<file path="src/rtl/pipelined_control_unit.sv">
// Registered RV32I(M) control decoder between fetch and execute, with
// valid/ready handshake, load-use bubble insertion, flush and an illegal counter.
package alu_op_pkg;
    typedef enum logic [3:0] {
        ALU_ADD, ALU_SUB, ALU_SLL, ALU_SLT, ALU_SLTU,
        ALU_XOR, ALU_SRL, ALU_SRA, ALU_OR, ALU_AND
    } alu_op_t;
endpackage

module pipelined_control_unit
    import alu_op_pkg::*;
#(
    parameter bit          ENABLE_M      = 1'b1,
    parameter bit          ENABLE_JUMP   = 1'b1,
    parameter int unsigned ILLEGAL_CNT_W = 8
) (
    input  logic                     clk,
    input  logic                     rst,
    input  logic                     in_valid,
    output logic                     in_ready,
    input  logic [31:0]              instr,
    input  logic                     flush,
    output logic                     out_valid,
    input  logic                     out_ready,
    output logic                     Branch,
    output logic                     MemRead,
    output logic                     MemtoReg,
    output logic                     MemWrite,
    output logic                     ALUSrc,
    output logic                     RegWrite,
    output alu_op_t                  ALUOp,
    output logic [1:0]               MemReadSize,
    output logic                     MemReadSigned,
    output logic                     Jump,
    output logic                     JumpReg,
    output logic                     MulDiv,
    output logic [2:0]               funct3_o,
    output logic [4:0]               rd,
    output logic [4:0]               rs1,
    output logic [4:0]               rs2,
    output logic                     Illegal,
    output logic [ILLEGAL_CNT_W-1:0] illegal_count
);
    localparam logic [6:0] OpLoad   = 7'b0000011;
    localparam logic [6:0] OpStore  = 7'b0100011;
    localparam logic [6:0] OpBranch = 7'b1100011;
    localparam logic [6:0] OpImm    = 7'b0010011;
    localparam logic [6:0] OpReg    = 7'b0110011;
    localparam logic [6:0] OpJal    = 7'b1101111;
    localparam logic [6:0] OpJalr   = 7'b1100111;
    localparam logic [6:0] OpLui    = 7'b0110111;
    localparam logic [6:0] OpAuipc  = 7'b0010111;

    typedef struct packed {
        logic       branch;
        logic       mem_read;
        logic       mem_to_reg;
        logic       mem_write;
        logic       alu_src;
        logic       reg_write;
        alu_op_t    alu_op;
        logic [1:0] size;
        logic       sgn;
        logic       jump;
        logic       jump_reg;
        logic       mul_div;
        logic [2:0] funct3;
        logic [4:0] rd;
        logic [4:0] rs1;
        logic [4:0] rs2;
        logic       illegal;
    } bundle_t;

    logic [6:0] opcode;
    logic [2:0] f3;
    logic [6:0] f7;
    assign opcode = instr[6:0];
    assign f3     = instr[14:12];
    assign f7     = instr[31:25];

    function automatic alu_op_t alu_map(input logic [2:0] fn, input logic alt);
        alu_op_t op;
        case (fn)
            3'b000:  op = alt ? ALU_SUB : ALU_ADD;
            3'b001:  op = ALU_SLL;
            3'b010:  op = ALU_SLT;
            3'b011:  op = ALU_SLTU;
            3'b100:  op = ALU_XOR;
            3'b101:  op = alt ? ALU_SRA : ALU_SRL;
            3'b110:  op = ALU_OR;
            default: op = ALU_AND;
        endcase
        return op;
    endfunction

    bundle_t dec;
    logic    legal;

    always_comb begin
        dec   = '0;
        legal = 1'b0;
        case (opcode)
            OpLoad: begin
                legal          = f3 inside {3'b000, 3'b001, 3'b010, 3'b100, 3'b101};
                dec.mem_read   = 1'b1;
                dec.mem_to_reg = 1'b1;
                dec.alu_src    = 1'b1;
                dec.reg_write  = 1'b1;
                dec.size       = f3[1:0];
                dec.sgn        = !f3[2];
            end
            OpStore: begin
                legal         = f3 inside {3'b000, 3'b001, 3'b010};
                dec.mem_write = 1'b1;
                dec.alu_src   = 1'b1;
            end
            OpBranch: begin
                legal      = !(f3 inside {3'b010, 3'b011});
                dec.branch = 1'b1;
                dec.alu_op = ALU_SUB;
            end
            OpImm: begin
                // Only shifts carry a funct7; ADDI never becomes SUB.
                if (f3 == 3'b001)      legal = (f7 == 7'h00);
                else if (f3 == 3'b101) legal = (f7 == 7'h00) || (f7 == 7'h20);
                else                   legal = 1'b1;
                dec.alu_src   = 1'b1;
                dec.reg_write = 1'b1;
                dec.alu_op    = alu_map(f3, (f3 == 3'b101) && f7[5]);
            end
            OpReg: begin
                dec.reg_write = 1'b1;
                if (ENABLE_M && f7 == 7'h01) begin
                    legal       = 1'b1;
                    dec.mul_div = 1'b1;
                end else if (f7 == 7'h00) begin
                    legal      = 1'b1;
                    dec.alu_op = alu_map(f3, 1'b0);
                end else if (f7 == 7'h20) begin
                    legal      = (f3 == 3'b000) || (f3 == 3'b101);
                    dec.alu_op = alu_map(f3, 1'b1);
                end
            end
            OpJal: begin
                legal         = ENABLE_JUMP;
                dec.jump      = 1'b1;
                dec.reg_write = 1'b1;
            end
            OpJalr: begin
                legal         = ENABLE_JUMP && (f3 == 3'b000);
                dec.jump      = 1'b1;
                dec.jump_reg  = 1'b1;
                dec.alu_src   = 1'b1;
                dec.reg_write = 1'b1;
            end
            OpLui, OpAuipc: begin
                legal         = ENABLE_JUMP;
                dec.alu_src   = 1'b1;
                dec.reg_write = 1'b1;
            end
            default: legal = 1'b0;
        endcase
        if (!legal) begin
            dec         = '0;
            dec.illegal = 1'b1;
        end
        dec.funct3 = f3;
        dec.rd     = instr[11:7];
        dec.rs1    = instr[19:15];
        dec.rs2    = instr[24:20];
    end

    logic                     out_valid_q, out_valid_d;
    bundle_t                  bundle_q, bundle_d;
    logic [ILLEGAL_CNT_W-1:0] illegal_cnt_q, illegal_cnt_d;
    logic                     uses_rs1, uses_rs2, stall, accept;

    assign uses_rs1 = !(opcode inside {OpLui, OpAuipc, OpJal});
    assign uses_rs2 = opcode inside {OpReg, OpStore, OpBranch};

    // Stalling only while the load is leaving guarantees exactly one bubble.
    assign stall = out_valid_q && bundle_q.mem_read && (bundle_q.rd != 5'd0) && in_valid &&
                   out_ready && ((uses_rs1 && instr[19:15] == bundle_q.rd) ||
                                 (uses_rs2 && instr[24:20] == bundle_q.rd));
    assign in_ready = !rst && !flush && !stall && (!out_valid_q || out_ready);
    assign accept   = in_valid && in_ready;

    always_comb begin
        out_valid_d   = out_valid_q;
        bundle_d      = bundle_q;
        illegal_cnt_d = illegal_cnt_q;
        if (flush) begin
            out_valid_d = 1'b0;
            bundle_d    = '0;
        end else if (accept) begin
            out_valid_d = 1'b1;
            bundle_d    = dec;
            if (dec.illegal && illegal_cnt_q != {ILLEGAL_CNT_W{1'b1}}) begin
                illegal_cnt_d = illegal_cnt_q + 1'b1;
            end
        end else if (out_ready) begin
            out_valid_d = 1'b0;
            bundle_d    = '0;
        end
    end

    always_ff @(posedge clk) begin
        if (rst) begin
            out_valid_q   <= 1'b0;
            bundle_q      <= '0;
            illegal_cnt_q <= '0;
        end else begin
            out_valid_q   <= out_valid_d;
            bundle_q      <= bundle_d;
            illegal_cnt_q <= illegal_cnt_d;
        end
    end

    assign out_valid     = out_valid_q;
    assign Branch        = bundle_q.branch;
    assign MemRead       = bundle_q.mem_read;
    assign MemtoReg      = bundle_q.mem_to_reg;
    assign MemWrite      = bundle_q.mem_write;
    assign ALUSrc        = bundle_q.alu_src;
    assign RegWrite      = bundle_q.reg_write;
    assign ALUOp         = bundle_q.alu_op;
    assign MemReadSize   = bundle_q.size;
    assign MemReadSigned = bundle_q.sgn;
    assign Jump          = bundle_q.jump;
    assign JumpReg       = bundle_q.jump_reg;
    assign MulDiv        = bundle_q.mul_div;
    assign funct3_o      = bundle_q.funct3;
    assign rd            = bundle_q.rd;
    assign rs1           = bundle_q.rs1;
    assign rs2           = bundle_q.rs2;
    assign Illegal       = bundle_q.illegal;
    assign illegal_count = illegal_cnt_q;
endmodule

</file>
<file path="config.mk">
export PLATFORM = sky130hd
export DESIGN_NAME = pipelined_control_unit
export DESIGN_NICKNAME = d
export VERILOG_FILES = /design/src/rtl/pipelined_control_unit.sv
export SDC_FILE = /design/constraint.sdc
export NUM_CORES = 1
export LEC_CHECK = 0
export CORE_MARGIN = 2
export CORE_UTILIZATION = 41
export DETAILED_ROUTE_END_ITERATION = 10
export PLACE_DENSITY = 0.78
export RECOVER_POWER = 100
export SYNTH_ARGS = -nofsm -noshare
export SYNTH_HDL_FRONTEND = slang
export SYNTH_SLANG_ARGS = --single-unit
</file>
<file path="constraint.sdc">
create_clock -name clk -period 2.2 [get_ports clk]
set_clock_uncertainty 0.2 [all_clocks]
set_input_delay 0.33 -clock clk [delete_from_list [all_inputs] [get_ports clk]]
set_output_delay 0.33 -clock clk [all_outputs]
set_load 0.02 [all_outputs]
</file>
After elaboration in Yosys (flattened, before gate mapping)
Cells that the tools add are included.
Widths: inputs -> output; s select.

storage, ports and cells
  logic and storage cells = 110
  bits in registers = 44
  input bits = 37
  output and inout bits = 45

cells by class
  bitwise gates (word level) = 1
  reduce and logical (&&, ||, !) cells = 39
  add/sub/neg operators = 1
  mux-type cells = 30
  equality and inequality tests = 20

operators with widths
  operator             count
  $mux 35              3
  $pmux 4 s7           3
  $eq 7x6->1 const B   4
  $eq 7x7->1 const B   3
  $mux 1               17
  $eq 7x5->1 const B   2
  $logic_and 1x1->1    13
  $mux 4               3
  $pmux 4 s3           1
  $eq 5x5->1           2
  $reduce_bool 5->1    2
  $eq 3x3->1 const B   3
  $reduce_bool 3->1    3
  $add 8x1->8 const B  1
  $ne 8x8->1 const B   1
  $eq 7x1->1 const B   1
  $eq 7x2->1 const B   1
  $logic_not 1->1      7
  $logic_not 7->1      1
  $pmux 1 s7           1
  $reduce_or 7->1      1
  $eq 3x2->1 const B   2
  $reduce_or 6->1      1
  $logic_or 1x1->1     4
  other kinds (9)      11

Logic depth before layout (Yosys ltp)
  depth in word-level cells = 11
  gate-level depth with buffers = 9
  depth with buffers taken out = 6

Least setup slack after synthesis
No wires, ideal clock.

  kind = reg2reg
  start = register bundle_q, in the netlist rd[1]
  end = register illegal_cnt_q[7] (netlist: illegal_count[7])
  arrival = 1975 ps
  setup time = 70 ps
  data required time = 1930 ps
  period minus slack after synthesis = 2244 ps
  cell stages (with the launch flop) = 7
  buffers on the path = 0
  path slack = -44 ps
  path through = dfxtp_1 or4_1 o21ai_2 or4_4 nand4_4 or4_1 a21oi_1

between the ends
  longest elaborated chain between the ends = 10
  elaborated cells between the ends (all ways) = 15
  those cells by class = eq/ne: 2; reduce/logical: 13

RTL lines
  what                               RTL line  source
  from (decl)                        174       bundle_t bundle_q, bundle_d;
  from (signal assigned)             214       bundle_q <= bundle_d;
  $reduce_bool 5->1                  182       assign stall = out_valid_q && bundle_q.mem_read && (bundle_q.rd != 5'd0) && in_valid &&
  $logic_and 1x1->1 (3 in series)    182
  $logic_and 1x1->1 *                183       out_ready && ((uses_rs1 && instr[19:15] == bundle_q.rd) ||
  $logic_not 1->1 *                  185       assign in_ready = !rst && !flush && !stall && (!out_valid_q || out_ready);
  $logic_and 1x1->1 * (2 in series)  185
  $logic_and 1x1->1 *                186       assign accept = in_valid && in_ready;
  $reduce_and 3->1 (no line) *       --
  to (signal assigned)               215       illegal_cnt_q <= illegal_cnt_d;
  to (decl)                          175       logic [ILLEGAL_CNT_W-1:0] illegal_cnt_q, illegal_cnt_d;

Mark *: on every way between the ends. The rest lies on a longest branch, timed or not.
A chain may end at the register's enable or synchronous reset.

Final worst setup path
  start = register bundle_q, in the netlist rd[4]
  end = register illegal_cnt_q[4] (netlist: illegal_count[4])

Same word-level chain as after synthesis.

==> run summary <==
Status: finished, violations left
Failing checks: setup timing
Initial antenna violation count: 0
DPL Wire Length: 5370 um
Worst slew pin tran: 483 ps
Sequential area share after synthesis: 36.7%
Yosys reg bits: 43
Avg Vias per Cell: 5.79
Antenna-violating nets left: 0
Die area: 0.00634 sq mm
Initial Utilization: 42.6%
Setup TNS: -7750 ps
Max-slew headroom: 67.7%
Synthesized cell area: 0.00234 sq mm
Design area: 0.00434 sq mm
Final period util: 116%
Clock transition at the registers of the reported paths: 90 ps
CP Capture Type: flip-flop
Avg WL per Cell: 18.4 um
CTS tree: done
CP Launch Type: flip-flop
Antenna fix cells: 0
Total grt overflow: 0
Critical path's slowest cell: or4_1
FP Rows: 27
Fin cells: 502
Tot Pwr: 1.67 mW
Cts hold-fix bufs: 0
Achievable Freq: 393 MHz
Largest net degree at the start of global routing: 23
CTS root buf: clkbuf_8
EDFF count, synth: 0
Cell mode on critical path: or4_4
Mapped Nets: 324
Total of max-cap violations: 0
Arrival time at the worst endpoint: 2570 ps
Die Wd: 79.6 um
# fillers: 361
Hold slack: 213 ps
Final-report setup violation count: 44
Clk_lat worst skew: 300 ps
Setup CP Type: reg -> reg
Drt initial violations: 249
Synth Warn #: 0
First-pass GRT wire length: 14000 um
Worst setup margin: -343 ps
Syn Area/Cell: 8.19 sq um
Most used DFF post-synth: dfxtp_1
Inst Count DP: 478
Total core area: 0.00551 sq mm
Area grow syn2layout: 85.0%
Area leader, netlist: dfxtp_1
Clock buffer depth: 2
Clk sinks: 43
PwrDens: 386 mW/mm^2
Layout cells sized above 1: 37.0%
Buffers on Ports: 81
H-tree depth: 2
Fin util: 78.7%
Routed via count: 2905
Tmin final: 2540 ps
CTS Buf Count: 5
CP max FO: 8
Hold Vio Cnt, Final: 0
Global router's overall resource usage: 27.8%
CP Cell Sequence: or4_4 -> o21ai_4 -> or4_4 -> buf_6 -> nand4_4 -> or4_1 -> a21oi_1
Critical path data required time: 2230 ps
Cells after synthesis: 286
Yosys cell types: 50
Leak pwr: 1.78 nW
Wirelength, routed: 9230 um
# IOs: 82
Final GP Congestion: 0.832
Die Y: 79.6 um
CP peak stage delay: 590 ps
RSZ-0062 raised after global routing: true
Final Max Slew Viols: 0
Top area cells in the synthesized netlist: dfxtp_1 37%, a21oi_1 6.8%, nand3b_1 6.4%
Max VDD drop: 0.000423 V
Nets@finish: 468
Setup WS pre-CTS: -817 ps
Ys async rst share: 0%
Vias in the first global route: 2986
Residual DRC: 0
Pre-antenna DRT Iters: 4
Share of the synthesized area in the top cell type: 36.7%
Min-delay worst type: in -> reg
Placed cell area: 0.00363 sq mm
report_power, final:
part	internal (mW)	total, mW	switching (mW)
sequential	0.781	0.785	0.00423
combinational	0.183	0.363	0.179
clock	0.247	0.527	0.280
total	1.21	1.67	0.464
placed cells by master (no fill, tap or decap), drive strengths merged, types with 5 or more instances in the layout:
| master | netlist | routed |
|---|---|---|
| dlygate4sd3 | 0 | 44 |
| or4 | 7 | 7 |
| nand3 | 26 | 26 |
| nor2 | 5 | 5 |
| xnor2 | 11 | 11 |
| o21ai | 13 | 13 |
| a21oi | 32 | 32 |
| buf | 12 | 79 |
| nand3b | 20 | 20 |
| clkbuf | 10 | 7 |
| inv | 7 | 7 |
| nand2 | 33 | 33 |
| dfxtp | 43 | 43 |
| dlygate4sd2 | 0 | 20 |
| o31ai | 9 | 9 |
| clkdlybuf4s50 | 0 | 14 |
path summary, 6_finish.rpt:
kind / start / to / slack (ps) / cells after the start
worst min-delay path: instr[3] / JumpReg / 210 / 3
worst min register to register: MemReadSize[1] / MemReadSize[1] / 270 / 2
worst max register to register: rd[4] / illegal_count[4] / -340 / 7
worst max-delay path: rd[4] / illegal_count[4] / -340 / 7
critical path: cells and delay by family (launching register included):
family | cells | cell delay, ps
AND/OR/NAND/NOR | 4 | 1480
AO/OA/AOI/OAI | 2 | 320
flip-flops | 1 | 370
buffers and inverters | 1 | 100
layer usage:
metal / routed length [um] / track usage, % / vias to the layer above
li1: - / - / 1339
met1: 3580 / 31.7 / 1397
met2: 4760 / 48.2 / 145
met3: 677 / 7.58 / 24
met4: 211 / 12.4 / 0
met5: 0 / 0 / -
cell families after synthesis:
logic type / after synthesis / share of synthesized area, %
xor+xnor: 11 / 4.11
simple gates: 126 / 31.8
mux: 1 / 0.480
compound gates: 75 / 20.3
flops: 43 / 36.7
buf+inv: 29 / 5.98
fa+ha+maj: 1 / 0.534
cells in the mapped netlist (2+ instances only):
cell and number:
clkbuf_1 10, buf_4 4, or3b_1 2, nand2_1 33
o21ai_1 7, o31ai_1 9, buf_2 7, nor2_1 5
and4_1 3, nand3b_1 20, o41ai_1 4, inv_1 7
o311ai_1 2, nand4b_1 2, nand4_1 3, dfxtp_1 43
or3_1 4, or4_4 2, nand2b_1 4, o21ai_0 5
xnor2_1 11, nor3_1 3, o211ai_1 4, and3_1 4
nand3_1 26, or4_1 5, o21a_1 2, a21oi_1 32
o31a_1 2
layout make-up:
| cell class | instances | area (sq um) | area share [%] |
|---|---|---|---|
| clock buffers | 6 | 82.6 | 1.90 |
| clock inverters | 1 | 5.00 | 0.115 |
| inverters | 7 | 26.3 | 0.606 |
| repair buffers | 159 | 1540 | 35.6 |
| flip-flops and latches | 43 | 872 | 20.1 |
| well taps | 72 | 90.1 | 2.08 |
| multi-input cells | 214 | 1720 | 39.6 |
registers in the layout, summed over array words and instances (netlist names):
| signal | count |
|---|---|
| MemWrite | 1 |
| rs1 | 5 |
| JumpReg | 1 |
| rd | 5 |
| Jump | 1 |
| rs2 | 5 |
| Branch | 1 |
| MemReadSigned | 1 |
| MemRead | 1 |
| Illegal | 1 |
| ALUOp | 4 |
| MemReadSize | 2 |
| funct3_o | 3 |
| out_valid | 1 |
| MulDiv | 1 |
| ALUSrc | 1 |
| illegal_count | 8 |
| RegWrite | 1 |
repair_timing:
item / 4_1_cts / 5_1_grt
buffers inserted: 13 / 2
pin swaps: 49 / 16
gates cloned: 4 / 0
gates resized for setup: 87 / 46
setup endpoints to repair: 44 / 44
endpoints found under the hold margin: 0 / 0
(Power assumes the default switching activity.)
